==> config.mk <==
export PLATFORM = sky130hd
export DESIGN_NAME = xbar_arb2
export DESIGN_NICKNAME = d
export VERILOG_FILES = /design/src/rtl/xbar_arb2.sv
export SDC_FILE = /design/constraint.sdc
export NUM_CORES = 1
export LEC_CHECK = 0
export ABC_AREA = 0
export CORE_AREA = 2 2 128 130
export DETAILED_ROUTE_END_ITERATION = 10
export DIE_AREA = 0 0 130 132
export GPL_ROUTABILITY_DRIVEN = 1
export REMOVE_ABC_BUFFERS = 1
export SLEW_MARGIN = 20
export SYNTH_ARGS = -nofsm -noshare
export SYNTH_HDL_FRONTEND = slang
export SYNTH_SLANG_ARGS = --single-unit
==> constraint.sdc <==
create_clock -name clk -period 2.21 [get_ports clk]
set_input_delay 0.442 -clock clk [delete_from_list [all_inputs] [get_ports clk]]
set_output_delay 0.442 -clock clk [all_outputs]
set_load 0.005 [all_outputs]
==> src/rtl/xbar_arb2.sv <==
// xbar_arb2: two-master TileLink-UL Channel A arbiter with Channel D return routing.
// Ports:
//   clk, reset (synchronous, active-low)
//   m{0,1}_a_*   : master Channel A requests (valid/ready handshake + header/payload)
//   a_*_out      : granted Channel A beat toward the crossbar; a_source_out = master index
//   d_*_in       : crossbar Channel D response; d_source_in selects the destination master
//   m{0,1}_d_*   : per-master D valid/ready; m_d_* is the shared D payload
//   err_unexp_d  : sticky flag, a D response reached a master with nothing outstanding
module xbar_arb2 #(
    parameter int unsigned ADDR_WIDTH   = 32,
    parameter int unsigned DATA_WIDTH   = 32,
    parameter int unsigned MASK_WIDTH   = DATA_WIDTH / 8,
    parameter int unsigned SIZE_WIDTH   = 3,
    parameter int unsigned OPCODE_WIDTH = 3,
    parameter int unsigned PARAM_WIDTH  = 3,
    parameter int unsigned SINK_WIDTH   = 1,
    parameter int unsigned MAX_OUTST    = 4
) (
    input  logic                    clk,
    input  logic                    reset,

    input  logic                    m0_a_valid,
    output logic                    m0_a_ready,
    input  logic [OPCODE_WIDTH-1:0] m0_a_opcode,
    input  logic [PARAM_WIDTH-1:0]  m0_a_param,
    input  logic [SIZE_WIDTH-1:0]   m0_a_size,
    input  logic [ADDR_WIDTH-1:0]   m0_a_address,
    input  logic [MASK_WIDTH-1:0]   m0_a_mask,
    input  logic [DATA_WIDTH-1:0]   m0_a_data,

    input  logic                    m1_a_valid,
    output logic                    m1_a_ready,
    input  logic [OPCODE_WIDTH-1:0] m1_a_opcode,
    input  logic [PARAM_WIDTH-1:0]  m1_a_param,
    input  logic [SIZE_WIDTH-1:0]   m1_a_size,
    input  logic [ADDR_WIDTH-1:0]   m1_a_address,
    input  logic [MASK_WIDTH-1:0]   m1_a_mask,
    input  logic [DATA_WIDTH-1:0]   m1_a_data,

    output logic                    a_valid_out,
    input  logic                    a_ready_out,
    output logic [OPCODE_WIDTH-1:0] a_opcode_out,
    output logic [PARAM_WIDTH-1:0]  a_param_out,
    output logic [SIZE_WIDTH-1:0]   a_size_out,
    output logic [ADDR_WIDTH-1:0]   a_address_out,
    output logic [MASK_WIDTH-1:0]   a_mask_out,
    output logic [DATA_WIDTH-1:0]   a_data_out,
    output logic                    a_source_out,

    input  logic                    d_valid_in,
    output logic                    d_ready_in,
    input  logic [OPCODE_WIDTH-1:0] d_opcode_in,
    input  logic [PARAM_WIDTH-1:0]  d_param_in,
    input  logic [SIZE_WIDTH-1:0]   d_size_in,
    input  logic [SINK_WIDTH-1:0]   d_sink_in,
    input  logic [DATA_WIDTH-1:0]   d_data_in,
    input  logic                    d_error_in,
    input  logic                    d_source_in,

    output logic                    m0_d_valid,
    output logic                    m1_d_valid,
    input  logic                    m0_d_ready,
    input  logic                    m1_d_ready,
    output logic [OPCODE_WIDTH-1:0] m_d_opcode,
    output logic [PARAM_WIDTH-1:0]  m_d_param,
    output logic [SIZE_WIDTH-1:0]   m_d_size,
    output logic [SINK_WIDTH-1:0]   m_d_sink,
    output logic [DATA_WIDTH-1:0]   m_d_data,
    output logic                    m_d_error,

    output logic                    err_unexp_d
);

    localparam int unsigned CW = $clog2(MAX_OUTST + 1);

    typedef enum logic [1:0] {
        IDLE = 2'd0,
        GNT0 = 2'd1,
        GNT1 = 2'd2
    } state_t;

    state_t          state, state_nxt;
    logic            rr_pri, rr_pri_nxt;
    logic [CW-1:0]   cnt0, cnt1, cnt0_nxt, cnt1_nxt;
    logic            elig0, elig1;
    logic            hs0, hs1;
    logic            dfire0, dfire1;
    logic            err_nxt;

    // Eligibility gates the grant, so a counter can never pass MAX_OUTST.
    assign elig0 = m0_a_valid && (cnt0 < CW'(MAX_OUTST));
    assign elig1 = m1_a_valid && (cnt1 < CW'(MAX_OUTST));

    assign hs0 = (state == GNT0) && m0_a_valid && a_ready_out;
    assign hs1 = (state == GNT1) && m1_a_valid && a_ready_out;

    // Channel D return path: purely combinational steering by source index.
    assign m0_d_valid = d_valid_in && !d_source_in;
    assign m1_d_valid = d_valid_in &&  d_source_in;
    assign d_ready_in = d_source_in ? m1_d_ready : m0_d_ready;
    assign m_d_opcode = d_opcode_in;
    assign m_d_param  = d_param_in;
    assign m_d_size   = d_size_in;
    assign m_d_sink   = d_sink_in;
    assign m_d_data   = d_data_in;
    assign m_d_error  = d_error_in;

    assign dfire0 = d_valid_in && d_ready_in && !d_source_in;
    assign dfire1 = d_valid_in && d_ready_in &&  d_source_in;

    // State, priority, outstanding counters and the sticky error flag.
    always_ff @(posedge clk) begin
        if (!reset) begin
            state       <= IDLE;
            rr_pri      <= 1'b0;
            cnt0        <= '0;
            cnt1        <= '0;
            err_unexp_d <= 1'b0;
        end else begin
            state       <= state_nxt;
            rr_pri      <= rr_pri_nxt;
            cnt0        <= cnt0_nxt;
            cnt1        <= cnt1_nxt;
            err_unexp_d <= err_nxt;
        end
    end

    // Next-state and granted-port muxing; the grant holds until the beat is taken or withdrawn.
    always_comb begin
        state_nxt     = state;
        rr_pri_nxt    = rr_pri;
        a_valid_out   = 1'b0;
        m0_a_ready    = 1'b0;
        m1_a_ready    = 1'b0;
        a_source_out  = 1'b0;
        a_opcode_out  = '0;
        a_param_out   = '0;
        a_size_out    = '0;
        a_address_out = '0;
        a_mask_out    = '0;
        a_data_out    = '0;
        case (state)
            IDLE: begin
                if (elig0 && elig1) state_nxt = rr_pri ? GNT1 : GNT0;
                else if (elig0)     state_nxt = GNT0;
                else if (elig1)     state_nxt = GNT1;
            end
            GNT0: begin
                a_valid_out   = m0_a_valid;
                m0_a_ready    = a_ready_out;
                a_opcode_out  = m0_a_opcode;
                a_param_out   = m0_a_param;
                a_size_out    = m0_a_size;
                a_address_out = m0_a_address;
                a_mask_out    = m0_a_mask;
                a_data_out    = m0_a_data;
                if (hs0) begin
                    state_nxt  = IDLE;
                    rr_pri_nxt = 1'b1;
                end else if (!m0_a_valid) begin
                    state_nxt  = IDLE;
                end
            end
            GNT1: begin
                a_valid_out   = m1_a_valid;
                m1_a_ready    = a_ready_out;
                a_source_out  = 1'b1;
                a_opcode_out  = m1_a_opcode;
                a_param_out   = m1_a_param;
                a_size_out    = m1_a_size;
                a_address_out = m1_a_address;
                a_mask_out    = m1_a_mask;
                a_data_out    = m1_a_data;
                if (hs1) begin
                    state_nxt  = IDLE;
                    rr_pri_nxt = 1'b0;
                end else if (!m1_a_valid) begin
                    state_nxt  = IDLE;
                end
            end
            default: state_nxt = IDLE;
        endcase
    end

    // Outstanding counters: a same-cycle request and response cancel; no underflow.
    always_comb begin
        cnt0_nxt = cnt0;
        cnt1_nxt = cnt1;
        err_nxt  = err_unexp_d;
        if (hs0 && !dfire0)                      cnt0_nxt = cnt0 + CW'(1);
        else if (!hs0 && dfire0 && cnt0 != '0)   cnt0_nxt = cnt0 - CW'(1);
        if (hs1 && !dfire1)                      cnt1_nxt = cnt1 + CW'(1);
        else if (!hs1 && dfire1 && cnt1 != '0)   cnt1_nxt = cnt1 - CW'(1);
        if ((dfire0 && cnt0 == '0) || (dfire1 && cnt1 == '0)) err_nxt = 1'b1;
    end

endmodule

After elaboration in Yosys (flattened, before gate mapping)
Cells that the tools add are included.
{"block": "word_totals", "wordCells": 81, "ff_bits": 10, "out_inout_bits": 128, "in_bits": 206}
{"block": "classes", "n_reduce_logical": 36, "n_mux": 27, "order_cmp": 2, "n_addsub": 4, "eq_ne": 7}
{"op": "$pmux 32 s2", "count": 2}
{"op": "$logic_and 1x1->1", "count": 20}
{"op": "$pmux 3 s2", "count": 3}
{"op": "$mux 2", "count": 8}
{"op": "$mux 3", "count": 4}
{"op": "$pmux 4 s2", "count": 1}
{"op": "$add 3x1->3 const B", "count": 2}
{"op": "$logic_not 3->1", "count": 2}
{"op": "$lt 3x3->1 const B", "count": 2}
{"op": "$mux 1", "count": 6}
{"op": "$ne 3x3->1 const B", "count": 2}
{"op": "$pmux 2 s3", "count": 1}
{"op": "$reduce_and 3->1", "count": 2}
{"op": "$reduce_bool 2->1", "count": 3}
{"op": "$reduce_bool 3->1", "count": 2}
{"op": "$sub 3x1->3 const B", "count": 2}
{"op": "$logic_not 1->1", "count": 5}
{"op": "$ne 2x2->1 const B", "count": 2}
{"op": "$ne 4x4->1 const B", "count": 1}
{"op": "$pmux 1 s2", "count": 2}
{"op": "$eq 2x1->1 const B", "count": 1}
{"op": "$eq 2x2->1 const B", "count": 1}
{"op": "$logic_not 2->1", "count": 1}
{"op": "$logic_or 1x1->1", "count": 1}

Depth between registers and ports, before layout
Gate-level depths: netlist of run 1.
{"block": "depth", "word_depth": 8, "ltp_mapped": 9, "ltp_nobuf": 8}

Worst setup path after synthesis of run 1
OpenSTA, ideal clock, no wires.
{"block": "synth_path", "kind": "register -> register", "from": "register state[0]", "to": "register cnt1[2]", "setup_time_ns": 0.072, "n_path_buf": 1, "path_stages_with_launch": 10, "required_ns": 2.138, "setup_slack_ns": 0.338, "synth_period_minus_slack_ns": 1.872, "arrival_ns": 1.800, "cell_sequence": "dfxtp_1 inv_1 ha_1 buf_6 nand3_1 nor2b_1 inv_1 fa_1 mux2i_1 mux2i_1"}
{"block": "synth_via", "elab_chain_cells": 7, "elab_cells_between_ends": 9, "cone_classes": "eq/ne (1); mux (1); reduce/logical (7)"}
{"item": "from (decl)", "line": "82", "text": "state_t state, state_nxt;"}
{"item": "from (signal assigned)", "line": "120", "text": "state <= state_nxt;"}
{"item": "$eq 2x2->1 *", "line": "95", "text": "assign hs1 = (state == GNT1) && m1_a_valid && a_ready_out;"}
{"item": "$logic_and 1x1->1 * (2 in series)", "line": "95"}
{"item": "$logic_not 1->1", "line": "193", "text": "else if (!hs1 && dfire1 && cnt1 != '0) cnt1_nxt = cnt1 - CW'(1);"}
{"item": "$logic_and 1x1->1 (2 in series)", "line": "193"}
{"item": "$reduce_bool 2->1 (no line)"}
{"item": "to (signal assigned)", "line": "123", "text": "cnt1 <= cnt1_nxt;"}
{"item": "to (decl)", "line": "84", "text": "logic [CW-1:0] cnt0, cnt1, cnt0_nxt, cnt1_nxt;"}
Mark *: on every way between the ends. The rest lies on a longest branch, timed or not.
A chain may end at the register's enable or synchronous reset.

Final worst setup path of run 1
{"block": "layout_path", "from": "register state[0]", "to": "output a_address_out[21]"}
{"block": "layout_via", "elab_chain_cells": 2, "elab_cells_between_ends": 3, "cone_classes": "eq/ne (2); mux (1)"}
{"item": "$eq 2x2->1 / $eq 2x1->1 (equally long branches)", "line": "142", "text": "case (state)"}
{"item": "$pmux 32 s2 *", "line": "142"}
{"item": "to (decl)", "line": "45", "text": "output logic [ADDR_WIDTH-1:0] a_address_out,"}
Marks and branches as above.

==> impl_metrics.toml, run 1 <==
[critical_path]
crit_path_end_kind = "primary output"
max_stage_delay_ns = 0.37
critPathRequiredTime_ns = 1.77
worstSetupPathType = "reg2out"
crit_slowest_cell = "dfxtp_4"
critPathMaxFanout = 10
crit_path_start_kind = "flip-flop"
crit_arrival_ns = 1.75
worstPathCellList = "inv_4 > ha_4 > buf_6 > buf_12 > buf_16 > a22oi_1 > nor2b_1 > dlygate4sd2_1"

[logic_synthesis]
synth-seq-cells = 10
yosysTopAreaCell = "a22oi_1"
ys_warn_count = 0
synth_edf_count = 0
syn_avg_cell_area_um2 = 7.31
syn_inst = 299
synth_top_area_share = 0.264
synth_area_leaders = "a22oi_1, nor2b_1, buf_4"
ys_types = 35
ys_async_sr_fraction = 0
yosysMostFrequentCell = "nor2b_1"
synthTopCellsByCount = "nor2b_1, a22oi_1, buf_4"
synth_area_um2 = 2190
yosys_most_used_dff = "dfxtp_1"
yosysSeqAreaShare = 0.0916

[detailed_routing]
routed_wl_um = 14900
final_antenna_net_count = 0
vias_per_cell = 4.33
drc = 0
vias = 3187
wl_per_cell_um = 20.3
dr.first_iter.drc_count = 91
first_pass_iters = 4

[timing]
skew_ns = 0.000653
finalSetupTns_ns = 0
clock.fmax_mhz = 456
worst_slew_margin_rel = 0.683
final.period_utilization = 0.993
setup_slack_ns = 0.0159
tightest_slew_ns = 0.475
rsz0062_at_grt = "yes"
setup_violations = 0
final-hold-violation-count = 0
period_needed_ns = 2.19
report.final.slew_viol_count = 0

[floorplanning]
start_util = 0.139
die_w_um = 130
die_h_um = 132
die-area_um2 = 17200
rows = 46
coreArea_um2 = 15700
boundaryPins = 334

[place]
dp_slack_ns = -0.0221
placed_area_um2 = 4670
gp_congestion = 0.780
port_buffers = 247
dp.cells = 706
hpwl_um = 9650

[global_routing]
busiest_layer = "met2"
grt_pass1_wl_um = 19200
grt_max_degree = 22
grt_usage = 0.148
grt_overflow = 0
grt_pass1_vias = 3127
grtUsageMet1 = 0.173
antenna_found_initial = 0
met2_usage = 0.245
global_route.usage.met3 = 0.0804

[min_path]
hold_class = "reg2reg"

[status]
outcome = "complete, no violations"

[cells_and_area]
final_cells = 736
syn2layout_area_growth_pct = 146
final_area_um2 = 5380
diodes = 0
drive_gt1_frac = 0.210
finalNetCount = 732

[pwr]
p_comb_frac = 0.714
intPower_mw = 1.35
power_mw = 1.99
power_density_nw_per_um2 = 370
vdd_drop_max_mv = 0.216
p_leak_nw = 2.15
p_seq_frac = 0.104
p_switching_mw = 0.641
clkPwrFrac = 0.182
swShare = 0.322

[cts]
cts_max_level = 1
cts_root_buf = "clkbuf_16"
clock_sinks = 10
clk_latency_ns = 0.24
clk_path_buf_depth = 2
hold_buffers = 0
cts_tree = "yes"
clk_pin_slew_worst_paths_ns = 0.04
numCtsBuffers = 3

[run]
drv_cap = 0
==> layout by cell type, fill, tap and decap left out, types with 6 or more instances in the layout <==
cell type,n
clkdlybuf4s50_1,165
nor2b_1,74
a22oi_1,51
dlygate4sd2_1,45
a22oi_2,27
clkdlybuf4s15_1,16
buf_4,15
clkbuf_2,14
buf_12,12
nand2_1,9
buf_16,8
dfxtp_1,8
clkbuf_16,7
dlymetal6s2s_1,7
nor2b_2,6
mux2i_1,6
==> path summary, 6_finish.rpt <==
check / startpoint / endpoint / slack [ns] / cells past startpoint
hold / removal: err_unexp_d / err_unexp_d / 0.49 / 1
setup reg to reg: state[0] / cnt1[2] / 0.13 / 10
hold reg to reg: err_unexp_d / err_unexp_d / 0.49 / 1
setup / recovery: state[0] / a_address_out[21] / 0.02 / 8
==> cell type report <==
cell class	count	area [µm²]
Inverter	5	23.8
Multi-Input combinational cell	214	1740
Sequential cell	10	208
Clock buffer	4	88.8
Tap cell	216	270
Timing Repair Buffer	287	3050
Fill cell	1615	10300
==> power by group through the flow <==
stage,logic [mW],registers [mW],clock network (mW)
finish,1.42,0.208,0.362
global route,1.51,0.209,0.380
CTS,1.33,0.207,0.372
detailed placement,1.07,0.205,0
global placement,1.05,0.205,0
floorplan,0.408,0.203,0
==> cell families (layout without fill, tap and decap cells) <==
logic type	count (synthesis)	in the layout	share of synthesized area
compound gates	90	90	0.316
fa+ha+maj	5	5	0.0355
buf+inv	75	296	0.212
flops	10	10	0.0916
mux	7	7	0.0326
simple gates	112	112	0.313
==> sequential cells by signal (all words and copies together), names as in the netlist <==
signal,flops
cnt1,3
cnt0,3
state,2
rr_pri,1
err_unexp_d,1
==> per-layer routing <==
metal,vias to the layer above,wire (µm)
li1,1464,-
met1,1483,5890
met4,0,153
met3,11,1890
met5,-,0
met2,229,7000
==> per-stage QoR <==
stage	utilization	hold slack, ns
finish	0.342	0.487
global route	0.342	0.498
CTS	0.329	0.486
detailed placement	0.297	0.468
global placement	0.297	0.465
floorplan	-	0.447
==> worst max-delay path: cells and delay by family (launching register included) <==
family,cells,cell delay [ns]
buffers and inverters,5,0.71
flip-flops,1,0.37
adder cells (fa/ha/maj),1,0.20
AO/OA/AOI/OAI,1,0.17
AND/OR/NAND/NOR,1,0.06
==> repair_timing <==
item / 4_1_cts / 5_1_grt
gates resized for setup: 105 / 80
cloned: 9 / 4
setup endpoints to repair: 81 / 47
buffers inserted: 8 / 6
pin swaps: 3 / 10
(Power assumes the default switching activity.)
==> run 2, diff against run 1 <==
Settings changed: SLEW_MARGIN 20 to 0.
==> results of run 2 <==
No change in the layout: final DEF, timing and power equal those of run 1.
==> run 3, diff against run 2 <==
Settings changed: CORE_AREA 2 2 128 130 to 2 2 129 131, DIE_AREA 0 0 130 132 to 0 0 131 133, GPL_TIMING_DRIVEN from default to 0.
Clock period 2.21 ns to 2.7 ns, I/O delays scaled along.
==> impl_metrics.toml, run 3 (synthesis results as in run 1) <==
[cts]
cts_root_buf = "clkbuf_16"
cts_tree = "yes"
cts_max_level = 1
clk_pin_slew_worst_paths_ns = 0.04
clk_path_buf_depth = 2
numCtsBuffers = 3
clock_sinks = 10
clk_latency_ns = 0.24

[global_routing]
grt_overflow = 0
grt_pass1_vias = 3000
grt_usage = 0.144
grt_max_degree = 42
antenna_found_initial = 0
grt_pass1_wl_um = 18400

[pwr]
clkPwrFrac = 0.208
p_switching_mw = 0.448
intPower_mw = 0.960
p_leak_nw = 1.55
power_mw = 1.41
swShare = 0.318
vdd_drop_max_mv = 0.357
p_comb_frac = 0.673
power_density_nw_per_um2 = 292
p_seq_frac = 0.119

[detailed_routing]
wl_per_cell_um = 19.4
vias_per_cell = 4.30
routed_wl_um = 13900
dr.first_iter.drc_count = 206
first_pass_iters = 4
drc = 0
vias = 3073
final_antenna_net_count = 0

[timing]
skew_ns = 0.00108
setup_violations = 0
rsz0062_at_grt = "no"
final-hold-violation-count = 0
worst_slew_margin_rel = 0.698
period_needed_ns = 2.58
final.period_utilization = 0.955
report.final.slew_viol_count = 0
finalSetupTns_ns = 0
clock.fmax_mhz = 388
tightest_slew_ns = 0.452

[critical_path]
max_stage_delay_ns = 0.53
crit_path_start_kind = "flip-flop"
worstSetupPathType = "reg2out"
critPathRequiredTime_ns = 2.16
crit_arrival_ns = 2.04
worstPathCellList = "inv_1 > ha_4 > buf_4 > nor2b_1 > clkdlybuf4s50_1"
critPathMaxFanout = 9
crit_slowest_cell = "clkdlybuf4s50_1"
crit_path_end_kind = "primary output"

[status]
outcome = "complete, no violations"

[cells_and_area]
syn2layout_area_growth_pct = 121
final_area_um2 = 4820
reg_top3 = "cnt0 x3, cnt1 x3, state x2"
drive_gt1_frac = 0.0566
fill_cells = 1708
mostFrequentLayoutCell = "clkdlybuf4s50_1"
finalNetCount = 707
final_cell_mix = "clkdlybuf4s50_1, nor2b_1, a22oi_1"
final_cells = 715
diodes = 0

[floorplanning]
die_w_um = 131
die_h_um = 133
boundaryPins = 334
coreArea_um2 = 16200
die-area_um2 = 17400
start_util = 0.135
rows = 47

[place]
dp.cells = 697
port_buffers = 247
placed_area_um2 = 4540
hpwl_um = 9100
gp_congestion = 0.788

[min_path]
hold_class = "reg2reg"

[run]
drv_cap = 0
## run 3: timing repair
| item | 4_1_cts | 5_1_grt |
|---|---|---|
| pin swaps | 2 | 1 |
| setup endpoints to repair | 84 | 53 |
| gates resized for setup | 1 | 0 |
| gates cloned | 0 | 0 |
| setup buffers | 13 | 1 |
| hold buffers | 0 | 0 |
## run 3: cell type report
class                   instances  area (µm²)  share of cell area
inverters                       5        18.8             0.00389
flip-flops and latches         10         200              0.0415
clock buffers                   4        88.8              0.0184
well taps                     220         275              0.0571
multi-input cells             214        1560               0.324
repair buffers                262        2680               0.556
## run 3: layer usage
layer / vias up / share of wire / routed length, µm / GRT usage
met1: 1415 / 0.38 / 5280 / 0.162
met4: 2 / 0.0078 / 108 / 0.0213
li1: 1416 / - / - / -
met3: 12 / 0.14 / 1990 / 0.0829
met2: 228 / 0.46 / 6440 / 0.237
met5: - / 0.0045 / 63 / 0.0265
## run 3: critical path: cells and delay by family (launching register included)
family	cells	cell delay, ns
adder cells (fa/ha/maj)	1	0.34
flip-flops	1	0.39
buffers and inverters	3	0.86
AND/OR/NAND/NOR	1	0.20
## run 3: metrics by stage
step | utilization | worst slack [ns] | hold slack [ns]
finish | 0.298 | 0.122 | 0.487
global route | 0.298 | 0.0136 | 0.530
CTS | 0.298 | 0.0461 | 0.485
detailed placement | 0.281 | -0.129 | 0.469
global placement | 0.278 | -1.73 | 0.458
floorplan | - | -0.553 | 0.447
## run 3: path summary, 6_finish.rpt
path	slack, ns	depth (start not counted)	from	end
worst max register to register	0.29	9	state[0]	cnt1[2]
worst min-delay path	0.49	1	err_unexp_d	err_unexp_d
worst min register to register	0.49	1	err_unexp_d	err_unexp_d
worst max-delay path	0.12	5	state[0]	a_data_out[4]
## run 3: power groups by stage
stage | clock network, mW | logic [mW] | registers, mW
2_1_floorplan | 0 | 0.334 | 0.166
5_1_grt | 0.310 | 1.02 | 0.169
4_1_cts | 0.298 | 0.959 | 0.167
6_report | 0.292 | 0.948 | 0.167
3_3_place_gp | 0 | 0.810 | 0.167
3_5_place_dp | 0 | 0.838 | 0.170
